**config.mk**
```make
export PLATFORM = sky130hd
export DESIGN_NAME = hazard_controller_flat
export DESIGN_NICKNAME = d
export VERILOG_FILES = /design/src/rtl/hazard_controller_pkg.sv /design/src/rtl/hazard_controller_if.sv /design/src/rtl/hazard_controller_sat_counter.sv /design/src/rtl/hazard_controller.sv /design/src/flat_wrapper.sv
export SDC_FILE = /design/constraint.sdc
export NUM_CORES = 1
export LEC_CHECK = 0
export ABC_AREA = 1
export CAP_MARGIN = 20
export CORE_UTILIZATION = 52
export DETAILED_ROUTE_END_ITERATION = 8
export PLACE_DENSITY = 0.81
export SYNTH_ARGS = -nofsm -noshare
export SYNTH_HDL_FRONTEND = slang
export SYNTH_SLANG_ARGS = --single-unit
```
**constraint.sdc**
```tcl
create_clock -name clk -period 2.35 [get_ports clk]
set_input_delay 0.47 -clock clk [delete_from_list [all_inputs] [get_ports clk]]
set_output_delay 0.47 -clock clk [all_outputs]
set_load 0.005 [all_outputs]
```
**src/rtl/hazard_controller_pkg.sv**
```systemverilog
// Shared types and constants for the hazard_controller pipeline sequencer:
// FSM state encoding and the bundled stage-register control word.
package hazard_controller_pkg;

  typedef enum logic {
    RUN      = 1'b0,
    MDU_WAIT = 1'b1
  } hz_state_e;

  localparam int unsigned REG_ZERO = 0;

  typedef struct packed {
    logic mdu_req;
    logic pc_write;
    logic ifid_write;
    logic ifid_flush;
    logic idexe_write;
    logic idexe_flush;
    logic exemem_bubble;
  } hz_ctrl_t;

  // Free-running pipeline: every stage loads, nothing cleared.
  localparam hz_ctrl_t CTRL_DEFAULT = '{
    mdu_req:       1'b0,
    pc_write:      1'b1,
    ifid_write:    1'b1,
    ifid_flush:    1'b0,
    idexe_write:   1'b1,
    idexe_flush:   1'b0,
    exemem_bubble: 1'b1 & 1'b0
  };

  // Front end frozen while the MDU owns the EX slot; EX/MEM fed NOPs.
  localparam hz_ctrl_t CTRL_FREEZE = '{
    mdu_req:       1'b0,
    pc_write:      1'b0,
    ifid_write:    1'b0,
    ifid_flush:    1'b0,
    idexe_write:   1'b0,
    idexe_flush:   1'b0,
    exemem_bubble: 1'b1
  };

  function automatic logic src_hit(input logic use_src, input logic eq);
    return use_src && eq;
  endfunction

endpackage

```
**src/rtl/hazard_controller_if.sv**
```systemverilog
// Bundle between the pipeline datapath (master) and the hazard controller (slave).
interface hazard_controller_if #(
  parameter int REG_AW = 5,
  parameter int CNT_W  = 32
);
  logic [REG_AW-1:0] IFID_rs1;
  logic [REG_AW-1:0] IFID_rs2;
  logic              IFID_use_rs1;
  logic              IFID_use_rs2;
  logic [REG_AW-1:0] IDEXE_rd;
  logic              IDEXE_MemRead;
  logic              branch_taken;
  logic              mdu_start;
  logic              mdu_done;

  logic              mdu_req;
  logic              PC_Write;
  logic              IFID_Write;
  logic              IFID_Flush;
  logic              IDEXE_Write;
  logic              IDEXE_Flush;
  logic              EXEMEM_Bubble;
  logic              mdu_timeout_err;
  logic [CNT_W-1:0]  stall_cycles;
  logic [CNT_W-1:0]  flush_events;

  modport master (
    output IFID_rs1, IFID_rs2, IFID_use_rs1, IFID_use_rs2,
    output IDEXE_rd, IDEXE_MemRead, branch_taken, mdu_start, mdu_done,
    input  mdu_req, PC_Write, IFID_Write, IFID_Flush, IDEXE_Write, IDEXE_Flush,
    input  EXEMEM_Bubble, mdu_timeout_err, stall_cycles, flush_events
  );

  modport slave (
    input  IFID_rs1, IFID_rs2, IFID_use_rs1, IFID_use_rs2,
    input  IDEXE_rd, IDEXE_MemRead, branch_taken, mdu_start, mdu_done,
    output mdu_req, PC_Write, IFID_Write, IFID_Flush, IDEXE_Write, IDEXE_Flush,
    output EXEMEM_Bubble, mdu_timeout_err, stall_cycles, flush_events
  );

endinterface

```
**src/rtl/hazard_controller_sat_counter.sv**
```systemverilog
// Event counter that sticks at all-ones instead of wrapping; clr_n clears synchronously.
module sat_counter #(
  parameter int CNT_W = 32
) (
  input  logic             clk,
  input  logic             en,
  input  logic             clr_n,
  output logic [CNT_W-1:0] q
);

  always_ff @(posedge clk) begin
    if (!clr_n) begin
      q <= '0;
    end else if (en && (q != '1)) begin
      q <= q + 1'b1;
    end
  end

endmodule

```
**src/rtl/hazard_controller.sv**
```systemverilog
// Pipeline sequencing controller: load-use stalls, branch flushes and MDU freeze,
// with saturating stall/flush statistics and a sticky MDU timeout flag.
module hazard_controller
  import hazard_controller_pkg::*;
#(
  parameter int REG_AW      = 5,
  parameter int CNT_W       = 32,
  parameter int MDU_TIMEOUT = 64
) (
  input logic               clk,
  input logic               rst_n,
  hazard_controller_if.slave hz
);

  localparam int               TMO_W    = $clog2(MDU_TIMEOUT);
  localparam logic [TMO_W-1:0] TMO_LAST = TMO_W'(MDU_TIMEOUT - 1);

  hz_state_e        state_q;
  hz_state_e        state_d;
  logic [TMO_W-1:0] tmo_q;
  logic             err_q;
  hz_ctrl_t         ctrl;
  logic             rs1_hit;
  logic             rs2_hit;
  logic             load_use;
  logic             tmo_hit;
  logic             flush_evt;

  assign rs1_hit  = src_hit(hz.IFID_use_rs1, hz.IDEXE_rd == hz.IFID_rs1);
  assign rs2_hit  = src_hit(hz.IFID_use_rs2, hz.IDEXE_rd == hz.IFID_rs2);
  assign load_use = hz.IDEXE_MemRead && (hz.IDEXE_rd != REG_AW'(REG_ZERO)) && (rs1_hit || rs2_hit);

  // A late done on the release cycle is a normal completion, not a timeout.
  assign tmo_hit  = (state_q == MDU_WAIT) && (tmo_q == TMO_LAST) && !hz.mdu_done;

  always_comb begin
    ctrl      = CTRL_DEFAULT;
    state_d   = state_q;
    flush_evt = 1'b0;
    if (rst_n) begin
      if (state_q == RUN) begin
        if (hz.branch_taken) begin
          ctrl.ifid_flush  = 1'b1;
          ctrl.idexe_flush = 1'b1;
          flush_evt        = 1'b1;
        end else if (hz.mdu_start) begin
          ctrl         = CTRL_FREEZE;
          ctrl.mdu_req = 1'b1;
          state_d      = MDU_WAIT;
        end else if (load_use) begin
          ctrl.pc_write    = 1'b0;
          ctrl.ifid_write  = 1'b0;
          ctrl.idexe_flush = 1'b1;
        end
      end else begin
        ctrl = CTRL_FREEZE;
        if (hz.mdu_done || tmo_hit) begin
          ctrl    = CTRL_DEFAULT;
          state_d = RUN;
        end
      end
    end
  end

  always_ff @(posedge clk) begin
    if (!rst_n) begin
      state_q <= RUN;
      tmo_q   <= '0;
      err_q   <= 1'b0;
    end else begin
      state_q <= state_d;
      if ((state_q == MDU_WAIT) && (state_d == MDU_WAIT)) begin
        tmo_q <= tmo_q + 1'b1;
      end else begin
        tmo_q <= '0;
      end
      if (tmo_hit) begin
        err_q <= 1'b1;
      end
    end
  end

  sat_counter #(.CNT_W(CNT_W)) u_stall_cnt (
    .clk   (clk),
    .en    (!ctrl.pc_write),
    .clr_n (rst_n),
    .q     (hz.stall_cycles)
  );

  sat_counter #(.CNT_W(CNT_W)) u_flush_cnt (
    .clk   (clk),
    .en    (flush_evt),
    .clr_n (rst_n),
    .q     (hz.flush_events)
  );

  assign hz.mdu_req         = ctrl.mdu_req;
  assign hz.PC_Write        = ctrl.pc_write;
  assign hz.IFID_Write      = ctrl.ifid_write;
  assign hz.IFID_Flush      = ctrl.ifid_flush;
  assign hz.IDEXE_Write     = ctrl.idexe_write;
  assign hz.IDEXE_Flush     = ctrl.idexe_flush;
  assign hz.EXEMEM_Bubble   = ctrl.exemem_bubble;
  assign hz.mdu_timeout_err = err_q;

  // A branch and an MDU op cannot both own the EX slot.
  a_branch_mdu_exclusive: assert property (@(posedge clk) disable iff (!rst_n)
    !((state_q == RUN) && hz.branch_taken && hz.mdu_start));

endmodule

```
**src/flat_wrapper.sv**
```systemverilog
// flat-port wrapper written by rule: the top's interface ports become plain ports
module hazard_controller_flat import hazard_controller_pkg::*;
#(
  parameter int REG_AW      = 5,
  parameter int CNT_W       = 32,
  parameter int MDU_TIMEOUT = 64
)
  (clk, rst_n, hz_IFID_rs1, hz_IFID_rs2, hz_IFID_use_rs1, hz_IFID_use_rs2, hz_IDEXE_rd, hz_IDEXE_MemRead, hz_branch_taken, hz_mdu_start, hz_mdu_done, hz_mdu_req, hz_PC_Write, hz_IFID_Write, hz_IFID_Flush, hz_IDEXE_Write, hz_IDEXE_Flush, hz_EXEMEM_Bubble, hz_mdu_timeout_err, hz_stall_cycles, hz_flush_events);
  hazard_controller_if #(.REG_AW(REG_AW), .CNT_W(CNT_W)) hz_i ();
  input logic clk;
  input logic rst_n;
  input wire logic [$bits(hz_i.IFID_rs1)-1:0] hz_IFID_rs1;
  input wire logic [$bits(hz_i.IFID_rs2)-1:0] hz_IFID_rs2;
  input wire logic [$bits(hz_i.IFID_use_rs1)-1:0] hz_IFID_use_rs1;
  input wire logic [$bits(hz_i.IFID_use_rs2)-1:0] hz_IFID_use_rs2;
  input wire logic [$bits(hz_i.IDEXE_rd)-1:0] hz_IDEXE_rd;
  input wire logic [$bits(hz_i.IDEXE_MemRead)-1:0] hz_IDEXE_MemRead;
  input wire logic [$bits(hz_i.branch_taken)-1:0] hz_branch_taken;
  input wire logic [$bits(hz_i.mdu_start)-1:0] hz_mdu_start;
  input wire logic [$bits(hz_i.mdu_done)-1:0] hz_mdu_done;
  output wire logic [$bits(hz_i.mdu_req)-1:0] hz_mdu_req;
  output wire logic [$bits(hz_i.PC_Write)-1:0] hz_PC_Write;
  output wire logic [$bits(hz_i.IFID_Write)-1:0] hz_IFID_Write;
  output wire logic [$bits(hz_i.IFID_Flush)-1:0] hz_IFID_Flush;
  output wire logic [$bits(hz_i.IDEXE_Write)-1:0] hz_IDEXE_Write;
  output wire logic [$bits(hz_i.IDEXE_Flush)-1:0] hz_IDEXE_Flush;
  output wire logic [$bits(hz_i.EXEMEM_Bubble)-1:0] hz_EXEMEM_Bubble;
  output wire logic [$bits(hz_i.mdu_timeout_err)-1:0] hz_mdu_timeout_err;
  output wire logic [$bits(hz_i.stall_cycles)-1:0] hz_stall_cycles;
  output wire logic [$bits(hz_i.flush_events)-1:0] hz_flush_events;
  assign hz_i.IFID_rs1 = hz_IFID_rs1;
  assign hz_i.IFID_rs2 = hz_IFID_rs2;
  assign hz_i.IFID_use_rs1 = hz_IFID_use_rs1;
  assign hz_i.IFID_use_rs2 = hz_IFID_use_rs2;
  assign hz_i.IDEXE_rd = hz_IDEXE_rd;
  assign hz_i.IDEXE_MemRead = hz_IDEXE_MemRead;
  assign hz_i.branch_taken = hz_branch_taken;
  assign hz_i.mdu_start = hz_mdu_start;
  assign hz_i.mdu_done = hz_mdu_done;
  assign hz_mdu_req = hz_i.mdu_req;
  assign hz_PC_Write = hz_i.PC_Write;
  assign hz_IFID_Write = hz_i.IFID_Write;
  assign hz_IFID_Flush = hz_i.IFID_Flush;
  assign hz_IDEXE_Write = hz_i.IDEXE_Write;
  assign hz_IDEXE_Flush = hz_i.IDEXE_Flush;
  assign hz_EXEMEM_Bubble = hz_i.EXEMEM_Bubble;
  assign hz_mdu_timeout_err = hz_i.mdu_timeout_err;
  assign hz_stall_cycles = hz_i.stall_cycles;
  assign hz_flush_events = hz_i.flush_events;
  hazard_controller #(.REG_AW(REG_AW), .CNT_W(CNT_W), .MDU_TIMEOUT(MDU_TIMEOUT)) u_core (.clk(clk), .rst_n(rst_n), .hz(hz_i));
endmodule
```
# ---- Word-level counts from Yosys, hierarchy flattened
# Cells that the tools add are included.
# Widths: inputs -> output; s select.
dict set report totals {
  regBits 72
  input_bits 23
  output_inout_bits 72
  word_cells 48
}
dict set report op_classes {
  n_addsub 3
  n_eq_ne 5
  muxes 20
  reduce_logical 15
}
# op count
set op_table {}
lappend op_table {{$add 32x1->32 const B} 2}
lappend op_table {{$ne 32x32->1 const B} 2}
lappend op_table {{$mux 1} 14}
lappend op_table {{$mux 7} 2}
lappend op_table {{$eq 5x5->1} 2}
lappend op_table {{$logic_and 1x1->1} 9}
lappend op_table {{$add 6x1->6 const B} 1}
lappend op_table {{$eq 6x6->1 const B} 1}
lappend op_table {{$mux 6} 1}
lappend op_table {{$reduce_bool 5->1} 1}
lappend op_table {{$mux 2} 2}
lappend op_table {{$mux 3} 1}
lappend op_table {{$logic_not 1->1} 2}
lappend op_table {{$logic_or 1x1->1} 2}
lappend op_table {{$reduce_and 2->1} 1}

# ---- Logic depth before layout (Yosys ltp)
# Gate-level depths: netlist (run 1).
dict set report depth {
  depth_word 11
  ltp_mapped 13
  depth_no_buf 12
}

# ---- By module
# From an unflattened synthesis (run 1), not the netlist that was laid out.
dict set report unflattened {
  cells_unflattened 756
  area_unflattened_um2 4436.8
}
# module instances cells_per_inst area_each_um2 seq_area_each_um2
set by_module_without_submodules {}
lappend by_module_without_submodules {sat_counter 2 324 1911.8 640.6}
lappend by_module_without_submodules {hazard_controller 1 108 613.1 160.2}

# ---- Worst setup path before layout (run 1)
# OpenSTA, ideal clock, no wires.
dict set report synth_path {
  path_type {register to output}
  startpoint {reg u_core.tmo_q[0]}
  endpoint {out hz_PC_Write}
  arrival_time_ns 1.581
  t_required_ns 1.880
  setup_slack_ns 0.299
  path_stages_with_launch 11
  n_path_buf 3
  path_cell_list {dfxtp_1 ha_1 nand3_1 o21ai_1 nand2_1 o21ai_2 nand2_2 buf_6 buf_4 inv_1 buf_4}
}
dict set report synth_between {
  elab_chain_cells 7
}
# item line
set synth_lines {}
lappend synth_lines {{from (decl)} hazard_controller.sv:20} ;# logic [TMO_W-1:0] tmo_q;
lappend synth_lines {{from (signal assigned)} hazard_controller.sv:73} ;# tmo_q <= tmo_q + 1'b1;
lappend synth_lines {{$eq 6x6->1} hazard_controller.sv:34} ;# assign tmo_hit = (state_q == MDU_WAIT) && (tmo_q == TMO_LAST) && !hz.mdu_done;
lappend synth_lines {{$logic_and 1x1->1 (2 in series)} hazard_controller.sv:34}
lappend synth_lines {{$logic_or 1x1->1} hazard_controller.sv:57} ;# if (hz.mdu_done || tmo_hit) begin
lappend synth_lines {{$mux 6} hazard_controller.sv:57}
lappend synth_lines {{$mux 7} hazard_controller.sv:41} ;# if (state_q == RUN) begin
lappend synth_lines {{$mux 7} hazard_controller.sv:40} ;# if (rst_n) begin
lappend synth_lines {{to (decl)} flat_wrapper.sv:22} ;# output wire logic [$bits(hz_i.PC_Write)-1:0] hz_PC_Write;
# No other way between the ends.

# ---- Worst setup path after layout (run 1)
dict set report layout_path {
  startpoint {reg u_core.tmo_q[0]}
  endpoint {out hz_EXEMEM_Bubble}
}
dict set report layout_between {
  elab_chain_cells 7
}
# item line
set layout_lines {}
lappend layout_lines {{$eq 6x6->1} hazard_controller.sv:34}
lappend layout_lines {{$logic_and 1x1->1 (2 in series)} hazard_controller.sv:34}
lappend layout_lines {{$logic_or 1x1->1} hazard_controller.sv:57}
lappend layout_lines {{$mux 6} hazard_controller.sv:57}
lappend layout_lines {{$mux 7} hazard_controller.sv:41}
lappend layout_lines {{$mux 7} hazard_controller.sv:40}
lappend layout_lines {{to (decl)} flat_wrapper.sv:27} ;# output wire logic [$bits(hz_i.EXEMEM_Bubble)-1:0] hz_EXEMEM_Bubble;
# No other way between the ends.

==> flow_metrics.tcl, run 1 <==
set metrics [dict create \
    design_area_um2 6010 \
    post-route-min-period_ns 2.30 \
    synthSimpleGateAreaFrac 0.431 \
    grt_max_degree 36 \
    synth_edf_count 0 \
    synthesis.area_um2 4510 \
    powerDensity_nw_per_um2 405 \
    finalHoldViolations 0 \
    synth_compound_area_frac 0.0920 \
    fin_nets 874 \
    crit_fanout 4 \
    placed_area_um2 5740 \
    ys.flop_type "dfxtp_1" \
    synth_adder_area_share 0.00832 \
    drt_wl_total_mm 12.5 \
    antenna_found_initial 0 \
    clk_pin_slew_worst_paths_ns 0.07 \
    required_ns 1.88 \
    cp_slowest_cell "dfxtp_4" \
    syn2layout_area_growth_pct 33.2 \
    setup_viol 0 \
    ioPinCount 95 \
    dieArea_um2 9060 \
    r2r_setup_slack_ns 0.36 \
    async_flop_share 0 \
    power.static_leakage_nw 2.44 \
    ys_types 34 \
    ctsHoldBuffers 0 \
    io_buffer_count 94 \
    drt-initial-drc-count 270 \
    cts_root_buf "clkbuf_8" \
    synth.area.mux_share 0 \
    fp.dieH_um 95.2 \
    synth_top_family_by_area "simple AND/OR/NAND/NOR gates" \
    grt-ovfl-total 0 \
    row_count 33 \
    wl_per_cell_um 13.1 \
    peakVddDrop_uv 310 \
    via_per_inst 5.32 \
    synth.avg_cell_area_um2 6.19 \
    seq_area_frac_synth 0.319 \
    die_x_um 95.2 \
    drc 0 \
    syn-instance-count 729 \
    cap_violations 0 \
    cp_slowest_stage_delay_ns 0.37 \
    worst_slew_pin_slew_ns 0.463 \
    grt.total_usage 0.294 \
    clock_latency_ns 0.36 \
    finClkSkew_ns 0.00789 \
    cts_buffers 9 \
    critical_path_class "register to output port" \
    path_common_cell "buf_4" \
    initial_core_util 0.544 \
    pre_cts_slack_ns -0.264 \
    startpoint_type "register" \
    first_global_vias 4709 \
    synth_xor_xnor_area_share 0.0505 \
    ant_nets 0 \
    antenna_cells 0 \
    cts_max_path_buffers 2 \
    coreArea_um2 8300 \
    vias 5094 \
    total_power_mw 2.44 \
    cp_num_buf_inv 4 \
    syn_nets 755 \
    fin_crit_sh 0.979 \
    status "complete, no violations" \
    end_kind "output port" \
    max_freq_mhz 435 \
    firstDrtPassIters 5 \
    cp.arrival_ns 1.83 \
    slew_viol_final 0 \
    yosys_warnings 0 \
    fin_util 0.724 \
    hpwlAfterDp_mm 9.26 \
    grt_pass1_wl_mm 21.2 \
    htreeDepth 3 \
    min_path_type "register to register" \
    ys_seq_elements 72 \
    place_congestion 0.917 \
    crit_chain "ha_4 > nand3_4 > o21ai_2 > nand2_2 > o21ai_4 > buf_4 > buf_4 > inv_1 > dlygate4sd2_1" \
    critPathTopFamily "buffers and inverters" \
    clock_sinks 72 \
    maxSlewHeadroom 0.691 \
    tritoncts "built" \
    timing.final.ws_setup_ns 0.0486 \
    layout-drive-gt1-share 0.108 \
]
[routing by layer]
layer / GRT usage / up-vias / part of all wire
li1: - / 2561 / -
met1: 0.373 / 2342 / 0.44
met2: 0.498 / 165 / 0.48
met3: 0.0502 / 26 / 0.053
met4: 0.107 / 0 / 0.025
met5: 0 / - / 0
[flip-flops by register name (all words and copies together) (netlist names)]
signal and count:
u_core.hz.mdu_timeout_err 1, u_core.u_flush_cnt.q 32, u_core.tmo_q 6, u_core.u_stall_cnt.q 32, u_core.state_q 1
[layout by cell type (no fill, tap or decap), types with 16 or more instances in the layout]
cell type        synthesis  routed
nand4_1                 16      16
inv_1                   83      81
dfxtp_1                 72      70
clkdlybuf4s50_1          0      70
buf_4                    6      29
nand2_1                219     216
nor3_1                  17      17
a21oi_1                 51      51
nor2_1                 102     101
nand3_1                 66      64
[final timing paths]
check,start,to,cells past startpoint
setup / recovery,u_core.tmo_q[0],hz_EXEMEM_Bubble,9
hold / removal,u_core.tmo_q[0],u_core.tmo_q[0],1
setup reg to reg,u_core.u_flush_cnt.q[0],u_core.u_flush_cnt.q[24],11
hold reg to reg,u_core.tmo_q[0],u_core.tmo_q[0],1
[report_power, final]
part / internal (mW) / switching, mW / leakage (nW)
combinational: 0.129 / 0.160 / 1.77
sequential: 1.23 / 0.0106 / 0.582
clock: 0.404 / 0.503 / 0.0878
total: 1.76 / 0.674 / 2.44
[per-stage QoR]
step | setup TNS (ns) | hold WS [ns] | std cells
final | 0 | 0.454 | 958
after global routing | -0.0344 | 0.470 | 958
after global placement | -3.58 | 0.439 | 938
after floorplan | 0 | 0.430 | 729
after CTS | -0.00854 | 0.455 | 957
after detailed placement | -4.84 | 0.462 | 938
[synth_stat cells (9+ instances only)]
| library cell | instances | area, um2 |
|---|---|---|
| a21oi_2 | 9 | 78.8 |
| nand2_1 | 219 | 822 |
| inv_1 | 83 | 312 |
| a21oi_1 | 51 | 255 |
| nand3_1 | 66 | 330 |
| dfxtp_1 | 72 | 1440 |
| nor2_1 | 102 | 383 |
| xnor2_1 | 11 | 96.3 |
| nand4_1 | 16 | 100 |
| xor2_1 | 15 | 131 |
| o21ai_0 | 12 | 60.1 |
| nor3_1 | 17 | 85.1 |
[repair_timing]
| action | 4_1_cts | 5_1_grt |
|---|---|---|
| buffers inserted | 3 | 1 |
| gates resized for setup | 30 | 15 |
| setup endpoints to repair | 7 | 4 |
| pin swaps | 6 | 12 |
[cell families (layout without fill, tap and decap cells)]
kind of cell / after synthesis / in the layout
xor+xnor: 26 / 26
simple gates: 447 / 447
flops: 72 / 72
compound gates: 75 / 75
fa+ha+maj: 3 / 3
buf+inv: 106 / 230
[final cells by class]
cell class                 count  area (um2)
inverter                      86         323
clock inverter                 6        35.0
tap                          105         131
timing repair buffer         128        1250
sequential                    72        1450
clock buffer                  10         138
fill                         727        2290
multi-input combinational    551        2680
Power figures use the tool's default switching activity.
==> run 2, diff against run 1 <==
--- a/config.mk
+++ b/config.mk
@@ -8,6 +8,7 @@
 export ABC_AREA = 1
 export CAP_MARGIN = 20
 export CORE_UTILIZATION = 52
+export CTS_CLUSTER_SIZE = 12
 export DETAILED_ROUTE_END_ITERATION = 8
 export PLACE_DENSITY = 0.81
 export SYNTH_ARGS = -nofsm -noshare
==> results of run 2 <==
The final DEF is identical to that of run 1; final timing and power are the same.
